<file path="src/rtl/median_window_ctrl.sv">
// Purpose : streams a raster image through two line buffers and a 3x3 window, emitting interior-pixel medians.
// Latency : 1 cycle from the accepting clock edge of a window-completing pixel to out_valid.
// Backpr. : in_ready drops while a held median is not taken (out_valid && !out_ready) or while waiting out the frame tail.
//
// Ports:
//   clk, rst            - rising-edge clock, asynchronous active-high reset
//   in_valid/in_ready   - pixel input handshake, in_data carries the raster-order pixel
//   out_valid/out_ready - median output handshake, out_data carries the registered result
//   frame_done          - one-cycle pulse on the transfer of the final median of a frame
//   busy                - high from the first accepted pixel of a frame until frame_done
// Optional build macro MEDIAN_BYPASS_EN adds input 'bypass': when set while a result is
// produced, out_data carries the window centre tap instead of the median.
// Pixel vectors are declared [0:DATA_W-1] so bit 0 is the MSB.

module medianFilter (
    input  logic [0:7] t1,
    input  logic [0:7] t2,
    input  logic [0:7] t3,
    input  logic [0:7] t4,
    input  logic [0:7] t5,
    input  logic [0:7] t6,
    input  logic [0:7] t7,
    input  logic [0:7] t8,
    input  logic [0:7] t9,
    output logic [0:7] median
);
    logic [0:7] srt [0:8];
    logic [0:7] tmp;

    // Full compare-exchange sort of the nine taps; the middle element is the median.
    always_comb begin
        tmp    = '0;
        srt[0] = t1;
        srt[1] = t2;
        srt[2] = t3;
        srt[3] = t4;
        srt[4] = t5;
        srt[5] = t6;
        srt[6] = t7;
        srt[7] = t8;
        srt[8] = t9;
        for (int i = 0; i < 8; i++) begin
            for (int j = 0; j < 8 - i; j++) begin
                if (srt[j] > srt[j+1]) begin
                    tmp      = srt[j];
                    srt[j]   = srt[j+1];
                    srt[j+1] = tmp;
                end
            end
        end
        median = srt[4];
    end
endmodule

module median_window_ctrl #(
    parameter int DATA_W = 8,
    parameter int IMG_W  = 8,
    parameter int IMG_H  = 8
) (
    input  logic              clk,
    input  logic              rst,
    input  logic              in_valid,
    output logic              in_ready,
    input  logic [0:DATA_W-1] in_data,
`ifdef MEDIAN_BYPASS_EN
    input  logic              bypass,
`endif
    output logic              out_valid,
    input  logic              out_ready,
    output logic [0:DATA_W-1] out_data,
    output logic              frame_done,
    output logic              busy
);
    localparam int CW = $clog2(IMG_W);
    localparam int RW = $clog2(IMG_H);

    typedef enum logic [1:0] {
        IDLE   = 2'd0,
        PRIME  = 2'd1,
        STREAM = 2'd2,
        DONE   = 2'd3
    } state_t;

    state_t state;
    state_t state_nxt;

    logic [CW-1:0]     col;
    logic [RW-1:0]     row;
    logic [0:DATA_W-1] linebuf0 [0:IMG_W-1];
    logic [0:DATA_W-1] linebuf1 [0:IMG_W-1];
    logic [0:DATA_W-1] win      [0:8];
    logic [0:DATA_W-1] taps     [0:8];
    logic [0:7]        med;
    logic [0:DATA_W-1] result;

    logic accept;
    logic produce;
    logic col_wrap;
    logic last_px;
    logic out_xfer;

    assign out_xfer   = out_valid && out_ready;
    assign in_ready   = (state != DONE) && (!out_valid || out_ready);
    assign accept     = in_valid && in_ready;
    assign col_wrap   = (col == CW'(IMG_W - 1));
    assign last_px    = col_wrap && (row == RW'(IMG_H - 1));
    // The window holds a full interior neighbourhood once the accepted pixel is at row>=2, col>=2.
    assign produce    = accept && (row >= RW'(2)) && (col >= CW'(2));
    assign frame_done = (state == DONE) && out_xfer;
    assign busy       = (state != IDLE);

    // Taps describe the window as it will look after this cycle's shift, so the
    // median can be registered on the same edge that accepts the pixel.
    always_comb begin
        for (int r = 0; r < 3; r++) begin
            taps[3*r]   = win[3*r+1];
            taps[3*r+1] = win[3*r+2];
        end
        taps[2] = linebuf1[col];
        taps[5] = linebuf0[col];
        taps[8] = in_data;
    end

    medianFilter u_median (
        .t1     (taps[0]),
        .t2     (taps[1]),
        .t3     (taps[2]),
        .t4     (taps[3]),
        .t5     (taps[4]),
        .t6     (taps[5]),
        .t7     (taps[6]),
        .t8     (taps[7]),
        .t9     (taps[8]),
        .median (med)
    );

`ifdef MEDIAN_BYPASS_EN
    assign result = bypass ? taps[4] : med;
`else
    assign result = med;
`endif

    // Storage only; contents are refilled before any of them reach the output.
    always_ff @(posedge clk) begin
        if (accept) begin
            linebuf1[col] <= linebuf0[col];
            linebuf0[col] <= in_data;
            for (int i = 0; i < 9; i++) begin
                win[i] <= taps[i];
            end
        end
    end

    always_comb begin
        state_nxt = state;
        unique case (state)
            IDLE: begin
                if (accept) begin
                    state_nxt = PRIME;
                end
            end
            PRIME: begin
                if (accept && last_px) begin
                    state_nxt = DONE;
                end else if (produce) begin
                    state_nxt = STREAM;
                end
            end
            STREAM: begin
                if (accept && last_px) begin
                    state_nxt = DONE;
                end
            end
            DONE: begin
                if (out_xfer) begin
                    state_nxt = IDLE;
                end
            end
            default: state_nxt = IDLE;
        endcase
    end

    always_ff @(posedge clk or posedge rst) begin
        if (rst) begin
            state <= IDLE;
            col   <= '0;
            row   <= '0;
        end else begin
            state <= state_nxt;
            if (accept) begin
                if (col_wrap) begin
                    col <= '0;
                    // The final pixel wraps the row counter too, leaving both at 0 for the next frame.
                    row <= last_px ? '0 : row + RW'(1);
                end else begin
                    col <= col + CW'(1);
                end
            end
        end
    end

    // A new result overrides the hold/clear decision, which keeps 1/cycle throughput
    // when a transfer and an acceptance coincide.
    always_ff @(posedge clk or posedge rst) begin
        if (rst) begin
            out_valid <= 1'b0;
            out_data  <= '0;
        end else if (produce) begin
            out_valid <= 1'b1;
            out_data  <= result;
        end else if (out_xfer) begin
            out_valid <= 1'b0;
        end
    end
endmodule

</file>
<file path="config.mk">
export PLATFORM = sky130hd
export DESIGN_NAME = median_window_ctrl
export DESIGN_NICKNAME = d
export VERILOG_FILES = /design/src/rtl/median_window_ctrl.sv
export SDC_FILE = /design/constraint.sdc
export NUM_CORES = 1
export LEC_CHECK = 0
export CAP_MARGIN = 40
export CELL_PAD_IN_SITES_DETAIL_PLACEMENT = 0
export CELL_PAD_IN_SITES_GLOBAL_PLACEMENT = 1
export CORE_MARGIN = 4
export CORE_UTILIZATION = 55
export DETAILED_ROUTE_END_ITERATION = 10
export GPL_TIMING_DRIVEN = 0
export PLACE_DENSITY = 0.95
export SYNTH_ARGS = -nofsm -noshare
export SYNTH_HDL_FRONTEND = slang
export SYNTH_HIERARCHICAL = 1
export SYNTH_SLANG_ARGS = --single-unit
</file>
<file path="constraint.sdc">
create_clock -name clk -period 40.9 [get_ports clk]
set_clock_uncertainty 0.1 [all_clocks]
set_input_delay 8.18 -clock clk [delete_from_list [all_inputs] [get_ports clk]]
set_output_delay 8.18 -clock clk [all_outputs]
set_load 0.05 [all_outputs]
</file>
==> results.md, run 1 <==
- Status: complete, no violations
- Number of H-tree levels: 4
- Footprint of the multi-input gates: 12970 sq um
- Post-DP HPWL: 41180 microns
- Final ANT Viol Nets: 0
- Vias/cell: 6.275
- Post-synth EDFFs: 176
- Setup crit start kind: flip-flop
- Largest family of logic cells by synthesized area: compound AO/OA/AOI/OAI gates
- Vias in the first global route: 16.25k
- Setup violations, final: 0
- Mux cell area share after synthesis: 13.61%
- Post-Synth Simple-Gate Area: 14.81%
- Post-CTS sizing: 0
- Initial DRC count: 1422
- Slew margin rel.: 35.63%
- Slowest stage cell on the critical path: a21oi_1
- Die Height: 197.8 microns
- Mean cell area of the mapped netlist: 9.069 sq um
- Port Buf Inserts: 23
- Synth-to-Final Area Change: 7.940%
- Share of layout cells above drive strength 1: 10.56%
- DRC: 0
- Crit share post-route: 75.84%
- Clk sinks: 193
- Largest net degree at the start of global routing: 55
- Min Hold Slack: 359.5 ps
- YS warnings: 6
- Buf/Inv on CP: 23
- Synth cell types: 127
- Tot GR Track Use: 26.08%
- Post-synth top area share: 26.68%
- Setup TNS: 0 ps
- Sequential cell area fraction in the yosys report: 28.83%
- Dominant cells by area after synthesis: edfxtp_1, ha_1, mux2i_1
- Setup CP Type: reg2reg
- Worst-margin pin slew: 965.5 ps
- Filler instances: 3028
- Adder-cell share of the synthesized area: 14.10%
- Initial Util: 55.69%
- Via Count: 17.03k
- Hold Buf Count CTS: 0
- Diode count: 0
- Syn nets: 2411
- Cell row count: 69
- Clk buf depth: 2
- MaxCap Viol Count: 0
- Worst skew pair latency: 440 ps
- Fmax: 32.24 MHz
- Reg area: 5710 sq um
- Wirelength per Cell: 19.14 microns
- Worst stage delay on the critical path: 630 ps
- Synth Flop Type: edfxtp_1
- CP max FO: 10
- Hold crit path type: reg2reg
- Core Box Area: 35570 sq um
- Mapped cell area: 19810 sq um
- Die ar.: 39120 sq um
- Ports: 24
- First-pass GRT wire length: 83250 microns
- Clock transition at the registers of the reported paths: 80 ps
- DR pass1 iterations: 5
- Post-CTS Setup Repair Bufs: 0
- #FFs+latches synth: 193
- Total wire length: 51940 microns
- Total CTS buffers: 17
- Critical path capture point type: flip-flop
- Arrival @ worst endpoint: 31250 ps
- Slew Limit Fails: 0
- CTS tree: yes
- Minimum clock period: 31020 ps
- Chip width: 197.8 microns
- Layout net count: 2467
- RSZ-0062 raised after global routing: false
- Final Hold Fails: 0
- Routability cong.: 0.8889
- Initial antenna violation count: 0
- XOR/XNOR Fraction of Synth Area: 0.7517%
- Gate Count Post-Synth: 2184
- Delay-heaviest family, CP: compound AO/OA/AOI/OAI gates
- CTS root buf: clkbuf_16
- Synth Area in Compound Gates: 22.04%
- Gr ovfl total: 0
- Async SR Flop Fraction: 8.808%
- R2r setup slk: 9880 ps
- WP data required: 41140 ps
- Post-synth top area cell: edfxtp_1
## metrics by stage
step / util, % / instance area [sq um] / std cells / setup WS [ps]
floorplan: - / 19810 / 2184 / 15400
global placement: 57.96 / 20610 / 2668 / 11210
detailed placement: 58.43 / 20780 / 2681 / 10530
CTS: 60.09 / 21370 / 2713 / 10460
global route: 60.11 / 21380 / 2714 / 7162
finish: 60.11 / 21380 / 2714 / 9883
## worst reg2reg max path, delay by kind of cell (launching register included)
| kind | cells | cell delay [ps] |
|---|---|---|
| AOI/OAI and AO/OA | 54 | 13470 |
| and+or+nand+nor | 30 | 5360 |
| buffers and inverters | 23 | 5200 |
| adders and majority gates | 12 | 3640 |
| muxes | 9 | 2850 |
| DFF | 1 | 350 |
## cell usage after synthesis, types with 12 or more instances
library cell	number
edfxtp_1	176
o21ai_0	134
o21ai_1	24
nand2_1	195
a21oi_1	163
nor2b_1	19
a211oi_1	17
and3_1	20
inv_1	221
nand2b_1	16
and2_1	18
ha_1	215
a21o_1	55
o211ai_1	12
mux2i_1	156
o21a_1	18
a221oi_1	12
mux2_2	46
nor2_1	155
clkbuf_1	38
nor3_1	24
dfrtp_1	17
xnor2_1	12
mux2_4	16
nand3_1	43
nand4_1	25
and4_1	13
a31oi_1	20
## per-layer routing
| metal | global-route usage, % | wire [microns] | vias up |
|---|---|---|---|
| met1 | 35.23 | 23310 | 8112 |
| met3 | 3.863 | 2729 | 102 |
| met2 | 43.51 | 24330 | 545 |
| li1 | - | - | 8272 |
| met4 | 8.110 | 1562 | 0 |
| met5 | 0 | 0 | - |
## kinds of logic after synthesis
group	after synthesis
AOI/OAI and AO/OA	630
xor gates and xnor gates	17
adders and majority gates	225
buffers and inverters	287
DFF	193
muxes	239
and+or+nand+nor	593
## cell type report
cell class              instances  share of cell area, %
repair buffers                 37                  1.744
clock buffers                  17                  1.990
inverters                     224                  3.956
flip-flops and latches        193                  26.71
well taps                     461                  2.698
clock inverters                15                 0.7666
plain buffers                  63                  1.475
multi-input cells            1704                  60.66
## final timing paths
path                                          start  cells past startpoint                      end
max in group asynchronous                       rst                      2    out_valid$_DFFE_PP0P_
worst max-delay path            win[2][1]$_DFFE_PP_                    128  out_data[3]$_DFFE_PP0P_
worst min register to register  win[2][1]$_DFFE_PP_                      0      win[1][1]$_DFFE_PP_
worst min-delay path            win[2][1]$_DFFE_PP_                      0      win[1][1]$_DFFE_PP_
min in group asynchronous                       rst                      2  out_data[2]$_DFFE_PP0P_
worst max register to register  win[2][1]$_DFFE_PP_                    128  out_data[3]$_DFFE_PP0P_
## registers in the layout, indices dropped and copies added, names as in the netlist
| register | flops |
|---|---|
| out_data | 8 |
| linebuf1 | 64 |
| linebuf0 | 64 |
| out_valid | 1 |
| col | 3 |
| win | 48 |
| state | 2 |
| row | 3 |
## layout by cell type, fill, tap and decap left out, types with 11 or more instances in the layout
cell / Yosys / final
mux2_2: 46 / 46
nor3_1: 24 / 20
o211a_1: 11 / 11
o21ai_1: 24 / 24
clkdlybuf4s50_1: 0 / 23
clkbuf_16: 0 / 17
a21oi_1: 163 / 163
nor2b_1: 19 / 19
nand3_1: 43 / 43
and3_1: 20 / 20
o21a_1: 18 / 18
inv_1: 221 / 221
a31oi_1: 20 / 20
nand2b_1: 16 / 16
nor2_1: 155 / 152
dfrtp_1: 17 / 17
o211ai_1: 12 / 12
clkbuf_1: 38 / 38
mux2_4: 16 / 16
o21ai_0: 134 / 134
a211oi_1: 17 / 17
a21o_1: 55 / 55
nand2_1: 195 / 195
o22ai_1: 11 / 11
xnor2_1: 12 / 12
buf_2: 11 / 11
ha_1: 215 / 215
edfxtp_1: 176 / 176
nand4_1: 25 / 25
and4_1: 13 / 13
and2_1: 18 / 18
a221oi_1: 12 / 12
mux2i_1: 156 / 156
Power of run 1 is not shown: default switching activity piles up to over one toggle a cycle in this logic, so the estimate is an artifact.
==> run 2: changes to the inputs <==
CORE_UTILIZATION = 46   (was 55)
PLACE_DENSITY = 0.86   (was 0.95)
clock period = 27.4 ns   (was 40.9 ns; I/O delays follow)
==> results.md, run 2 (same netlist as run 1, synthesis figures left out) <==
- Tot GR Track Use: 22.15%
- Minimum clock period: 26010 ps
- Crit Reg-Reg Endpoint: out_data[6]$_DFFE_PP0P_
- Worst stage delay on the critical path: 460 ps
- DRC: 0
- Routability cong.: 0.8787
- Largest regs: linebuf0 x64, linebuf1 x64, win x48
- DR pass1 iterations: 5
- Hold crit path type: reg2reg
- Die ar.: 46440 sq um
- Fmax: 38.45 MHz
- Slowest stage cell on the critical path: edfxtp_1
- Initial DRC count: 1337
- Footprint of the multi-input gates: 13410 sq um
- End of the critical path: out_data[6]$_DFFE_PP0P_
- Clk buf depth: 2
- Via Count: 16.94k
- First-pass GRT wire length: 84500 microns
- Slew margin rel.: 39.06%
- Initial Util: 46.91%
- CTS tree: yes
- Wirelength per Cell: 18.70 microns
- Final ANT Viol Nets: 0
- Worst-margin pin slew: 908.0 ps
- Gr ovfl total: 0
- Reg area: 5710 sq um
- WP data required: 27650 ps
- Final Hold Fails: 0
- Status: complete, no violations
- Vias in the first global route: 16.30k
- Hold Buf Count CTS: 0
- Final Core Density: 52.71%
- Post-DP HPWL: 41280 microns
- CTS root buf: clkbuf_16
- Arrival @ worst endpoint: 26260 ps
- Register-to-Register Path Depth: 122
- Core Box Area: 42230 sq um
- Vias/cell: 5.994
- Slew Limit Fails: 0
- Setup TNS: 0 ps
- Placed inst area: 20900 sq um
- Most used cell along the critical path: ha_1
- Worst setup path startpoint: win[1][5]$_DFFE_PP_
- Chip width: 215.5 microns
- Filler instances: 3803
- Initial antenna violation count: 0
- Total wire length: 52850 microns
- Synth-to-Final Area Change: 12.36%
- Reg2reg start: win[1][5]$_DFFE_PP_
- CP max FO: 10
- Number of H-tree levels: 4
- Largest net degree at the start of global routing: 55
- Worst setup margin: 1395 ps
- Port Buf Inserts: 23
- Final instance area: 22260 sq um
- Die Height: 215.5 microns
- Worst skew pair latency: 450 ps
- Setup CP Type: reg2reg
- Diode count: 0
- Share of layout cells above drive strength 1: 16.00%
- Total CTS buffers: 17
- R2r setup slk: 1390 ps
- Most common cell after layout, fill and taps aside: inv_1
- Layout net count: 2501
- Crit share post-route: 94.91%
- Ports: 24
- Clock transition at the registers of the reported paths: 80 ps
- Critical path capture point type: flip-flop
- Clk sinks: 193
- Setup violations, final: 0
- DP Worst Slack: -3048 ps
- Most frequent cells in the layout: inv_1, ha_1, nand2_1, edfxtp_1, nor2_1
- MaxCap Viol Count: 0
- Cell row count: 75
- Setup crit start kind: flip-flop
[run 2: cell count changes in the layout (fill, tap and decap cells not counted), moves of 9 or more]
cell and change:
a21oi_1 -15, a21oi_2 +12, buf_4 +33, clkbuf_1 -26
clkbuf_2 +10, clkbuf_4 +9, mux2i_1 -25, mux2i_2 +20
o21ai_0 -20, o21ai_1 +13
[run 2: worst max-delay path: cells and delay by family (launching register included)]
family	cells	cell delay, ps
AO/OA/AOI/OAI	51	10520
adder cells (fa/ha/maj)	13	3970
buffers and inverters	17	3210
flip-flops	1	460
multiplexers	10	2500
AND/OR/NAND/NOR	31	5050
[run 2: area by class of cell]
cell class / count / area share [%]
Clock inverter: 15 / 0.6690
Tap cell: 539 / 3.030
Clock buffer: 17 / 1.911
Timing Repair Buffer: 71 / 2.991
Multi-Input combinational cell: 1706 / 60.26
Inverter: 224 / 3.800
Sequential cell: 193 / 25.66
Buffer: 61 / 1.681
[run 2: layer usage]
metal | vias up | part of all wire (%) | track usage (%)
met2 | 405 | 47 | 37.61
li1 | 8354 | - | -
met1 | 8116 | 47 | 30.54
met3 | 63 | 3.9 | 2.447
met5 | - | 0 | 0
met4 | 0 | 2.1 | 5.154
[run 2: worst min-delay path by stage]
| stage | startpoint | slack [ps] | endpoint | cells after the start |
|---|---|---|---|---|
| 2_1_floorplan | win[2][1]$_DFFE_PP_ | 320 | win[1][1]$_DFFE_PP_ | 0 |
| 3_3_place_gp | win[2][1]$_DFFE_PP_ | 340 | win[1][1]$_DFFE_PP_ | 0 |
| 3_5_place_dp | win[2][1]$_DFFE_PP_ | 340 | win[1][1]$_DFFE_PP_ | 0 |
| 4_1_cts | win[2][1]$_DFFE_PP_ | 350 | win[1][1]$_DFFE_PP_ | 0 |
| 5_1_grt | win[2][1]$_DFFE_PP_ | 370 | win[1][1]$_DFFE_PP_ | 0 |
| 6_report | win[2][1]$_DFFE_PP_ | 350 | win[1][1]$_DFFE_PP_ | 0 |
[run 2: per-stage QoR]
stage	hold slack (ps)	instances
2_1_floorplan	324.4	2184
3_3_place_gp	338.3	2746
3_5_place_dp	335.6	2761
4_1_cts	353.6	2803
5_1_grt	370.2	2826
6_report	350.9	2826
[run 2: what timing repair did]
item | in CTS | in global routing
setup buffers | 10 | 22
gates resized for setup | 52 | 122
gates cloned | 1 | 1
pin swaps | 4 | 8
setup endpoints to repair | 8 | 8
Power of run 2 is left out for the same reason.
==> run 3: changes to the inputs <==
CTS_CLUSTER_SIZE = 25   (was unset)
==> results of run 3 <==
Same layout as run 2: the final DEF is identical, and so are final timing and power.
Power of run 3 is left out for the same reason.
